File: config.mk
export PLATFORM = sky130hd
export DESIGN_NAME = srff_excitation_driver
export DESIGN_NICKNAME = d
export VERILOG_FILES = /design/src/rtl/srff_excitation_driver.sv
export SDC_FILE = /design/constraint.sdc
export NUM_CORES = 1
export LEC_CHECK = 0
export CAP_MARGIN = 30
export CORE_UTILIZATION = 35
export DETAILED_ROUTE_END_ITERATION = 16
export SYNTH_ARGS = -nofsm -noshare
export SYNTH_HDL_FRONTEND = slang
export SYNTH_SLANG_ARGS = --single-unit
File: constraint.sdc
create_clock -name clk -period 2.05 [get_ports clk]
set_input_delay 0.41 -clock clk [delete_from_list [all_inputs] [get_ports clk]]
set_output_delay 0.41 -clock clk [all_outputs]
set_load 0.005 [all_outputs]
File: src/rtl/srff_excitation_driver.sv
// Excitation driver for an external master-slave SR flip-flop: drives S/R toward a
// requested target, lets the flop settle, then verifies its fed-back output.
module srff_excitation_driver #(
  parameter int HOLD_CYCLES   = 2,
  parameter int SETTLE_CYCLES = 2
) (
  input  logic       clk,
  input  logic       rst,
  input  logic       in_valid,
  input  logic       in_bit,
  output logic       in_ready,
  output logic       s_out,
  output logic       r_out,
  input  logic       fb_q,
  output logic       exp_q,
  output logic       done,
  output logic       err,
  input  logic       err_clr,
  output logic [7:0] tx_count
);

  typedef enum logic [1:0] {IDLE, DRIVE, SETTLE, CHECK} state_t;

  localparam logic [3:0] HOLD_M1   = 4'(HOLD_CYCLES - 1);
  localparam logic [3:0] SETTLE_M1 = 4'(SETTLE_CYCLES - 1);

  state_t     r_state, w_state_nxt;
  logic [3:0] r_cnt, w_cnt_nxt;
  logic       r_tgt, r_exp, r_synced;
  logic       r_s, r_r, r_ready, r_done, r_err;
  logic [7:0] r_tx;
  logic       w_s_nxt, w_r_nxt, w_ready_nxt, w_done_nxt;
  logic       w_accept, w_check, w_mismatch;

  always_ff @(posedge clk) begin
    if (rst) r_state <= IDLE;
    else     r_state <= w_state_nxt;
  end

  // Until the first verified transaction the flop state is unknown, so the
  // excitation is forced toward the target instead of relying on exp_q.
  always_comb begin
    w_state_nxt = r_state;
    w_cnt_nxt   = r_cnt;
    w_s_nxt     = 1'b0;
    w_r_nxt     = 1'b0;
    w_ready_nxt = 1'b0;
    w_done_nxt  = 1'b0;
    w_accept    = 1'b0;
    case (r_state)
      IDLE: begin
        w_ready_nxt = 1'b1;
        if (in_valid) begin
          w_accept    = 1'b1;
          w_state_nxt = DRIVE;
          w_cnt_nxt   = HOLD_M1;
          w_ready_nxt = 1'b0;
          w_s_nxt     = in_bit  & (~r_synced | ~r_exp);
          w_r_nxt     = ~in_bit & (~r_synced |  r_exp);
        end
      end
      DRIVE: begin
        if (r_cnt == 4'd0) begin
          w_state_nxt = SETTLE;
          w_cnt_nxt   = SETTLE_M1;
        end else begin
          w_cnt_nxt = r_cnt - 4'd1;
          w_s_nxt   = r_s;
          w_r_nxt   = r_r;
        end
      end
      SETTLE: begin
        if (r_cnt == 4'd0) begin
          w_state_nxt = CHECK;
          w_done_nxt  = 1'b1;
        end else begin
          w_cnt_nxt = r_cnt - 4'd1;
        end
      end
      CHECK: begin
        w_state_nxt = IDLE;
        w_ready_nxt = 1'b1;
      end
      default: begin
        w_state_nxt = IDLE;
        w_ready_nxt = 1'b1;
      end
    endcase
  end

  assign w_check    = (r_state == CHECK);
  assign w_mismatch = w_check & (fb_q != r_tgt);

  always_ff @(posedge clk) begin
    if (rst) begin
      r_cnt    <= 4'd0;
      r_tgt    <= 1'b0;
      r_exp    <= 1'b0;
      r_synced <= 1'b0;
      r_s      <= 1'b0;
      r_r      <= 1'b0;
      r_ready  <= 1'b1;
      r_done   <= 1'b0;
      r_err    <= 1'b0;
      r_tx     <= 8'd0;
    end else begin
      r_cnt   <= w_cnt_nxt;
      r_s     <= w_s_nxt;
      r_r     <= w_r_nxt;
      r_ready <= w_ready_nxt;
      r_done  <= w_done_nxt;
      if (w_accept) r_tgt <= in_bit;
      if (w_check) begin
        r_exp    <= r_tgt;
        r_synced <= 1'b1;
        r_tx     <= r_tx + 8'd1;
      end
      // A mismatch in the same cycle as a clear keeps the flag set.
      if (w_mismatch)   r_err <= 1'b1;
      else if (err_clr) r_err <= 1'b0;
    end
  end

  assign in_ready = r_ready;
  assign s_out    = r_s;
  assign r_out    = r_r;
  assign exp_q    = r_exp;
  assign done     = r_done;
  assign err      = r_err;
  assign tx_count = r_tx;

endmodule

### After elaboration in Yosys (flattened, before gate mapping)

Cells that the tools add are included.

| storage, ports and cells | value |
|---|---|
| flip-flop bits (word level) | 22 |
| memories | 0 |
| RAM bits | 0 |
| bits of input ports | 6 |
| bits in latches | 0 |
| logic and storage cells | 57 |
| memory bits (read-only) | 0 |

| cells by class | value |
|---|---|
| bitwise logic cells | 9 |
| multipliers | 0 |
| divide/modulo/power cells | 0 |
| magnitude comparators | 0 |
| muxes and demuxes | 20 |
| shift operators | 0 |
| equal/unequal tests | 8 |
| reduce and logical (&&, ||, !) cells | 7 |
| add/subtract/negate cells | 2 |

Operators with widths:

| kind | number |
|---|---|
| $mux 4 | 3 |
| $pmux 4 s3 | 1 |
| $mux 1 | 9 |
| $add 8x1->8 const B | 1 |
| $ne 2x2->1 const B | 4 |
| $pmux 2 s4 | 1 |
| $mux 2 | 3 |
| $pmux 1 s2 | 3 |
| $reduce_and 3->1 | 2 |
| $eq 2x2->1 const B | 2 |
| $logic_not 4->1 | 1 |
| $not 1->1 | 4 |
| $sub 4x1->4 const B | 1 |
| $and 1x1->1 | 3 |
| $reduce_bool 3->1 | 1 |
| $eq 2x1->1 const B | 1 |
| $logic_not 2->1 | 1 |
| $or 1x1->1 | 2 |
| $reduce_bool 2->1 | 1 |
| $reduce_or 2->1 | 1 |
| $ne 1x1->1 | 1 |

### Logic depth before layout (Yosys ltp)

Gate-level depths: netlist of the first run.

| logic depth | value |
|---|---|
| depth after elaboration | 5 |
| gate-level depth with buffers | 6 |
| mapped depth without buffers | 5 |

### Least setup slack after synthesis of the first run

No wires, ideal clock.

| timing | value |
|---|---|
| path kind | reg-to-reg |
| from | register r_cnt[0] |
| to | register r_r (netlist: r_out) |
| arrival | 1,564 ps |
| data required time | 1,983 ps |
| setup slack | 419 ps |
| cell stages (with the launch flop) | 7 |
| cell sequence | dfxtp_1 inv_1 ha_1 or3b_1 buf_6 a2111o_1 a21oi_2 |

| between the ends | value |
|---|---|
| longest elaborated chain between the ends | 2 |

RTL lines:

| element | line | text |
|---|---|---|
| start: declaration | 28 | `logic [3:0] r_cnt, w_cnt_nxt;` |
| start signal: assignment | 107 | `r_cnt <= w_cnt_nxt;` |
| $logic_not 4->1 | 63 | `if (r_cnt == 4'd0) begin` |
| $ne 2x2->1 (no line) | -- |  |
| end signal: assignment | 109 | `r_r <= w_r_nxt;` |
| end: declaration | 30 | `logic r_s, r_r, r_ready, r_done, r_err;` |

No other way between the ends.
A chain may end at the register's enable or synchronous reset.

### Worst setup path in the final report of the first run

| timing | value |
|---|---|
| from | register r_cnt[0] |
| to | register r_state[0] |

| between the ends | value |
|---|---|
| longest elaborated chain between the ends | 3 |

RTL lines:

| element | line | text |
|---|---|---|
| $logic_not 4->1 (*) | 63, 73 |  |
| $ne 2x2->1 (no line) | -- |  |
| $reduce_and 3->1 (no line) (*) | -- |  |
| end signal: assignment | 37 | `else r_state <= w_state_nxt;` |
| end: declaration | 27 | `state_t r_state, w_state_nxt;` |

Mark *: on every way between the ends. The rest lies on a longest branch, timed or not.

==> results.md, run 1 <==
- Vias in the first global route: about 860
- Total Neg Setup Slack: 0 ps
- Leading cell types in the layout, fill and taps excluded: 22 x sky130_fd_sc_hd__dfxtp_1, 19 x sky130_fd_sc_hd__clkdlybuf4s50_1, 12 x sky130_fd_sc_hd__nor2_1, 9 x sky130_fd_sc_hd__nand2_1, 8 x sky130_fd_sc_hd__ha_1
- Via density per instance: 5.47
- Shortest period the worst path allows: 1810 ps
- Worst relative slew slack: 0.722
- Number of buffers added on ports: 19
- Worst Setup Slack post-DPL: 263 ps
- Residual overflow from global routing: 0
- Buffering stage count on the worst path with inverters included: 1
- Clock buffer depth: 2
- Setup Skew: just over 3 ps
- Max-slew violation count: 0
- Iteration-0 DRC Markers: 33
- Final setup violation count: 0
- Commonest non-fill, non-tap cell in the layout: sky130_fd_sc_hd__dfxtp_1
- Synth Instances: 118
- Number of gates resized after CTS: 0
- Area of the mapped netlist: 1070 µm²
- Post-CTS setup buffer count: 0
- Worst-Margin Slew: 407 ps
- Slowest stage delay, CP: 490 ps
- Outcome: finished, violations left
- I/O Pins: 20
- Biggest fanout along the worst timing path: 8
- Initial antenna violation count: 0
- Clock-pin slew of the registers on the worst-case setup and hold paths: 110 ps
- Die ar.: 3270 µm²
- H-tree depth reported by CTS: 1
- Num rows: 19
- Number of buffers added to fix hold violations after cts: 0
- Wire length of the first global-routing pass: approximately 3700 µm
- Warnings, synthesis: 0
- Class of the most critical setup path: flip-flop to flip-flop
- Core Area: 2830 µm²
- Placer Congestion: 0.769
- Peak supply drop: 593 µV
- Sequential area share after synthesis: 0.413
- TritonRoute pass-1 iters: 10
- Highest attainable clock frequency: approximately 0.55 GHz
- Die boundary width: 57.2 µm
- Violated checks: design-rule violations
- Flops & latches, synth: 22
- Power density over the cells: between 1000 and 1500 nW/µm²
- Die height: about 57 µm
- DP Wirelength: approximately 1700 µm
- Average routed wire per standard cell: 13.1 µm
- Data required time at the worst endpoint: 2220 ps
- Total placed cells including tap cells: 166
- Final Worst Setup Slack: 243 ps
- Crit end category: flip-flop
- Clock tree from TritonCTS: yes
- Cell with the largest stage delay on the worst path: sky130_fd_sc_hd__a2111oi_0
- Share of final-layout standard cells stronger than drive strength 1: 0.0652
- Total Wirelength: 2210 µm
- Final Cycle Share: 0.881
- Effective utilization at floorplan: 0.377
- Count of nets after finishing: 154
- Synth Net Count: 132
- Via count: 924
- Maximum number of pins on one net before global-route repair: 18
- Final hold violations: 0
- Number of distinct library cell variants in the gate-level netlist after synthesis: 34
- R2R Setup Slk: 240 ps
- Count of antenna-violating nets left after detailed routing: 0
- Lkg Pwr: 0.471 nW
- Global router's overall resource usage: 0.147
- CTS Root Cell: sky130_fd_sc_hd__clkbuf_4
- Num Clock Sinks: 22
- Element type at the critical path start: flip-flop
- RSZ-0062 raised after global routing: no
- Syn_area_per_cell: around 9.0 µm²
- Clock Latency Late Sink: 290 ps
- Tot Pwr: 1.34 mW
- Fill cell count: roughly 300
- MaxCap Viol Count: 0
- CP arrival: 1980 ps
- Kind of cell adding the most delay to the critical path: compound AO/OA/AOI/OAI gates
- Worst-path cell chain: inv_1, ha_1, or3b_1, a2111oi_0, a211oi_1
- Inserted Diodes: 0
- Area Growth Syn to Fin: 22.9%
- DR DRC count: 3
- Hold WC Path Type: flip-flop to flip-flop
- Clock buffers created by TritonCTS: 3
- Final non-filler cell total: 169
-- state kept, by name, indices dropped and copies added (netlist names) --
name and flops:
r_out 1, done 1, r_cnt 4, in_ready 1, r_state 2, r_tgt 1, err 1, exp_q 1
tx_count 8, r_synced 1, s_out 1
-- final timing paths --
path / startpoint / to / cells after the start
worst max-delay path: r_cnt[0]$_SDFFE_PP0P_ / r_state[0]$_SDFFE_PP0P_ / 5
worst min-delay path: r_out$_SDFFE_PP0N_ / r_out$_SDFFE_PP0N_ / 2
worst max register to register: r_cnt[0]$_SDFFE_PP0P_ / r_state[0]$_SDFFE_PP0P_ / 5
worst min register to register: r_out$_SDFFE_PP0N_ / r_out$_SDFFE_PP0N_ / 2
-- through the flow --
stage	hold slack, ps	cell area (µm²)	utilization
6_report	479	1310	0.463
5_1_grt	517	1310	0.463
4_1_cts	484	1310	0.463
3_5_place_dp	464	1290	0.455
3_3_place_gp	456	1290	0.455
2_1_floorplan	449	1070	-
-- Yosys cell counts --
master / count / share of area
sky130_fd_sc_hd__buf_6: 1 / 0.011
sky130_fd_sc_hd__ha_1: 8 / 0.094
sky130_fd_sc_hd__xnor2_1: 1 / 0.0082
sky130_fd_sc_hd__nor2_1: 12 / 0.042
sky130_fd_sc_hd__inv_1: 6 / 0.021
sky130_fd_sc_hd__or2_2: 1 / 0.0059
sky130_fd_sc_hd__or3b_1: 1 / 0.0082
sky130_fd_sc_hd__nor3b_1: 1 / 0.0070
sky130_fd_sc_hd__clkbuf_1: 1 / 0.0035
sky130_fd_sc_hd__nor2b_1: 3 / 0.018
sky130_fd_sc_hd__a2111o_1: 1 / 0.011
sky130_fd_sc_hd__nor4_1: 2 / 0.012
sky130_fd_sc_hd__and3_1: 1 / 0.0059
sky130_fd_sc_hd__a221o_1: 1 / 0.0094
sky130_fd_sc_hd__nand4bb_1: 1 / 0.011
sky130_fd_sc_hd__a211oi_1: 1 / 0.0070
sky130_fd_sc_hd__nand4_1: 3 / 0.018
sky130_fd_sc_hd__nand3_1: 6 / 0.028
sky130_fd_sc_hd__a2111oi_0: 3 / 0.025
sky130_fd_sc_hd__o21ai_0: 6 / 0.028
sky130_fd_sc_hd__buf_1: 2 / 0.0070
sky130_fd_sc_hd__a31oi_1: 1 / 0.0059
sky130_fd_sc_hd__xor2_1: 4 / 0.033
sky130_fd_sc_hd__o221a_2: 1 / 0.011
sky130_fd_sc_hd__a21oi_1: 7 / 0.033
sky130_fd_sc_hd__mux2i_1: 3 / 0.028
sky130_fd_sc_hd__or3_1: 3 / 0.018
sky130_fd_sc_hd__a21oi_2: 1 / 0.0082
sky130_fd_sc_hd__o32ai_1: 2 / 0.016
sky130_fd_sc_hd__o31a_2: 1 / 0.0094
sky130_fd_sc_hd__nand2_1: 9 / 0.032
sky130_fd_sc_hd__nand2b_1: 1 / 0.0059
sky130_fd_sc_hd__dfxtp_1: 22 / 0.41
sky130_fd_sc_hd__a41oi_1: 1 / 0.0082
-- where the power goes --
part	total [mW]	internal (mW)	switching (mW)
combinational	0.593	0.266	0.327
sequential	0.559	0.496	0.0635
clock	0.183	0.0682	0.115
-- layout make-up --
cell class	count	area, µm²	area share
Clock buffer	3	22.5	0.0172
Inverter	6	22.5	0.0172
Multi-Input combinational cell	86	581	0.443
Sequential cell	22	440	0.336
Tap cell	31	38.8	0.0296
Timing Repair Buffer	21	205	0.157
-- worst min-delay path, delay by kind of cell (launching register included) --
family,cells,cell delay [ps]
flip-flops,1,320
AND/OR/NAND/NOR,1,70
AO/OA/AOI/OAI,1,50
-- layer usage --
layer,share of wire,vias up,track usage
met5,0,-,0
met4,0.0077,0,0.0627
met3,0.042,2,0.0272
met2,0.48,25,0.250
met1,0.47,431,0.182
li1,-,466,-
-- logic make-up after synthesis --
| kind of cell | after synthesis | share of synthesized area |
|---|---|---|
| simple gates | 44 | 0.210 |
| compound gates | 26 | 0.171 |
| flops | 22 | 0.413 |
| buf+inv | 10 | 0.0423 |
| fa+ha+maj | 8 | 0.0939 |
| xor+xnor | 5 | 0.0411 |
| mux | 3 | 0.0282 |
Note: power is estimated with default switching activity, not from simulation.
==> run 2: changes to the inputs <==
MAX_ROUTING_LAYER = met4   (was unset)
SKIP_CTS_REPAIR_TIMING = 1   (was unset)
==> run 2 against run 1 <==
  * The flow still finishes with violations (design-rule violations)
  * Final cell count unchanged
  * Utilization unchanged
  * Clock power about the same
  * Clock skew about the same
  * Final area unchanged
  * Die area unchanged
  * Non-clock buffer count unchanged
  * Clock-buffer cell count unchanged
  * Sequential power about the same
  * Sequential share of layout area unchanged
  * Via count down 0.65%
  * Power about the same
  * Largest cell class unchanged
  * Highest routed layer unchanged
==> results.md, run 2 (synthesis gave the netlist of run 1 again) <==
- DP Wirelength: 1670 µm
- Clock-pin slew of the registers on the worst-case setup and hold paths: 110 ps
- Total Neg Setup Slack: 0 ps
- Final Cycle Share: 0.882
- Hold WC Path Type: flip-flop to flip-flop
- Inserted Diodes: 0
- Worst relative slew slack: 0.721
- Via count: 918
- Leading cell types in the layout, fill and taps excluded: 22 x sky130_fd_sc_hd__dfxtp_1, 19 x sky130_fd_sc_hd__clkdlybuf4s50_1, 12 x sky130_fd_sc_hd__nor2_1, 9 x sky130_fd_sc_hd__nand2_1, 8 x sky130_fd_sc_hd__ha_1
- Num rows: 19
- Count of antenna-violating nets left after detailed routing: 0
- Biggest fanout along the worst timing path: 8
- Global router's overall resource usage: 0.152
- Buffering stage count on the worst path with inverters included: 1
- Commonest non-fill, non-tap cell in the layout: sky130_fd_sc_hd__dfxtp_1
- RSZ-0062 raised after global routing: no
- Core Area: 2830 µm²
- Via density per instance: between 5 and 6
- Iteration-0 DRC Markers: 34
- MaxCap Viol Count: 0
- DR DRC count: 3
- Worst-path cell chain: inv_1, ha_1, or3b_1, a2111oi_0, a211oi_1
- Tot Pwr: approximately 1.3 mW
- Power density over the cells: between 1000 and 1500 nW/µm²
- Clock buffers created by TritonCTS: 3
- Area Growth Syn to Fin: 22.9%
- Wire length of the first global-routing pass: 3680 µm
- Placer Congestion: 0.779
- Setup Skew: 3.19 ps
- Worst-Margin Slew: 408 ps
- Class of the most critical setup path: flip-flop to flip-flop
- Area of all placed cells without fillers: 1310 µm²
- Effective utilization at floorplan: 0.377
- Count of nets after finishing: 154
- TritonRoute pass-1 iters: 10
- I/O Pins: 20
- Maximum number of pins on one net before global-route repair: 18
- Num Clock Sinks: 22
- Slowest stage delay, CP: a little under 500 ps
- Worst hold slack across all endpoints: 479 ps
- Share of final-layout standard cells stronger than drive strength 1: 0.0652
- Element type at the critical path start: flip-flop
- Peak supply drop: 593 µV
- Data required time at the worst endpoint: 2220 ps
- Final setup violation count: 0
- CP arrival: between 1500 and 2000 ps
- Total Wirelength: 2200 µm
- Max-slew violation count: 0
- Die boundary width: 57.2 µm
- Largest register FFs: 8
- Cell with the largest stage delay on the worst path: sky130_fd_sc_hd__a2111oi_0
- Number of buffers added on ports: 19
- Total placed cells including tap cells: 166
- Vias in the first global route: 865
- Average routed wire per standard cell: 13.0 µm
- Clock tree from TritonCTS: yes
- Die height: around 57 µm
- Crit end category: flip-flop
- Lkg Pwr: 0.471 nW
- Initial antenna violation count: 0
- CTS Root Cell: sky130_fd_sc_hd__clkbuf_4
- Clock Latency Late Sink: 290 ps
- Final hold violations: 0
- Residual overflow from global routing: 0
- Highest attainable clock frequency: around 0.55 GHz
- Die ar.: approximately 3300 µm²
- H-tree depth reported by CTS: 1
- Kind of cell adding the most delay to the critical path: compound AO/OA/AOI/OAI gates
- Shortest period the worst path allows: 1810 ps
- Clock buffer depth: 2
- Outcome: finished, violations left
- Final non-filler cell total: 169
- Violated checks: design-rule violations
- Instance area after placement: 1290 µm²
run 2: cell counts in the layout (fill, tap and decap cells not counted):
No cell type changed its count.
run 2: cell type report:
type / instances / area, µm²
fillers: 297 / 1520
multi-input cells: 86 / 581
flip-flops and latches: 22 / 440
repair buffers: 21 / 205
well taps: 31 / 38.8
clock buffers: 3 / 22.5
inverters: 6 / 22.5
run 2: per-stage QoR:
step,setup slack [ps],utilization
floorplan,419,-
global placement,369,0.455
detailed placement,263,0.455
CTS,249,0.463
global route,124,0.463
finish,243,0.463
run 2: per-layer routing:
| layer | share of wire | track usage | vias to the layer above |
|---|---|---|---|
| met1 | 0.47 | 0.182 | 427 |
| met4 | 0.0077 | 0.0627 | 0 |
| met3 | 0.043 | 0.0272 | 2 |
| li1 | - | - | 467 |
| met5 | 0 | - | - |
| met2 | 0.48 | 0.250 | 22 |
run 2: worst paths after layout:
path	from	to	slack (ps)	depth (start not counted)
setup / recovery	r_cnt[0]$_SDFFE_PP0P_	r_state[0]$_SDFFE_PP0P_	240	5
setup reg to reg	r_cnt[0]$_SDFFE_PP0P_	r_state[0]$_SDFFE_PP0P_	240	5
hold / removal	r_out$_SDFFE_PP0N_	r_out$_SDFFE_PP0N_	480	2
hold reg to reg	r_out$_SDFFE_PP0N_	r_out$_SDFFE_PP0N_	480	2
run 2: worst register-to-register path, stage by stage, from the launching register on:
cell and delay, ps:
sky130_fd_sc_hd__dfxtp_1 360, sky130_fd_sc_hd__inv_1 90, sky130_fd_sc_hd__ha_1 180, sky130_fd_sc_hd__or3b_1 480
sky130_fd_sc_hd__a2111oi_0 490, sky130_fd_sc_hd__a211oi_1 90
run 2: power by group:
part / internal [mW] / switching (mW)
combinational: 0.265 / 0.327
sequential: 0.496 / 0.0631
clock: 0.0682 / 0.115
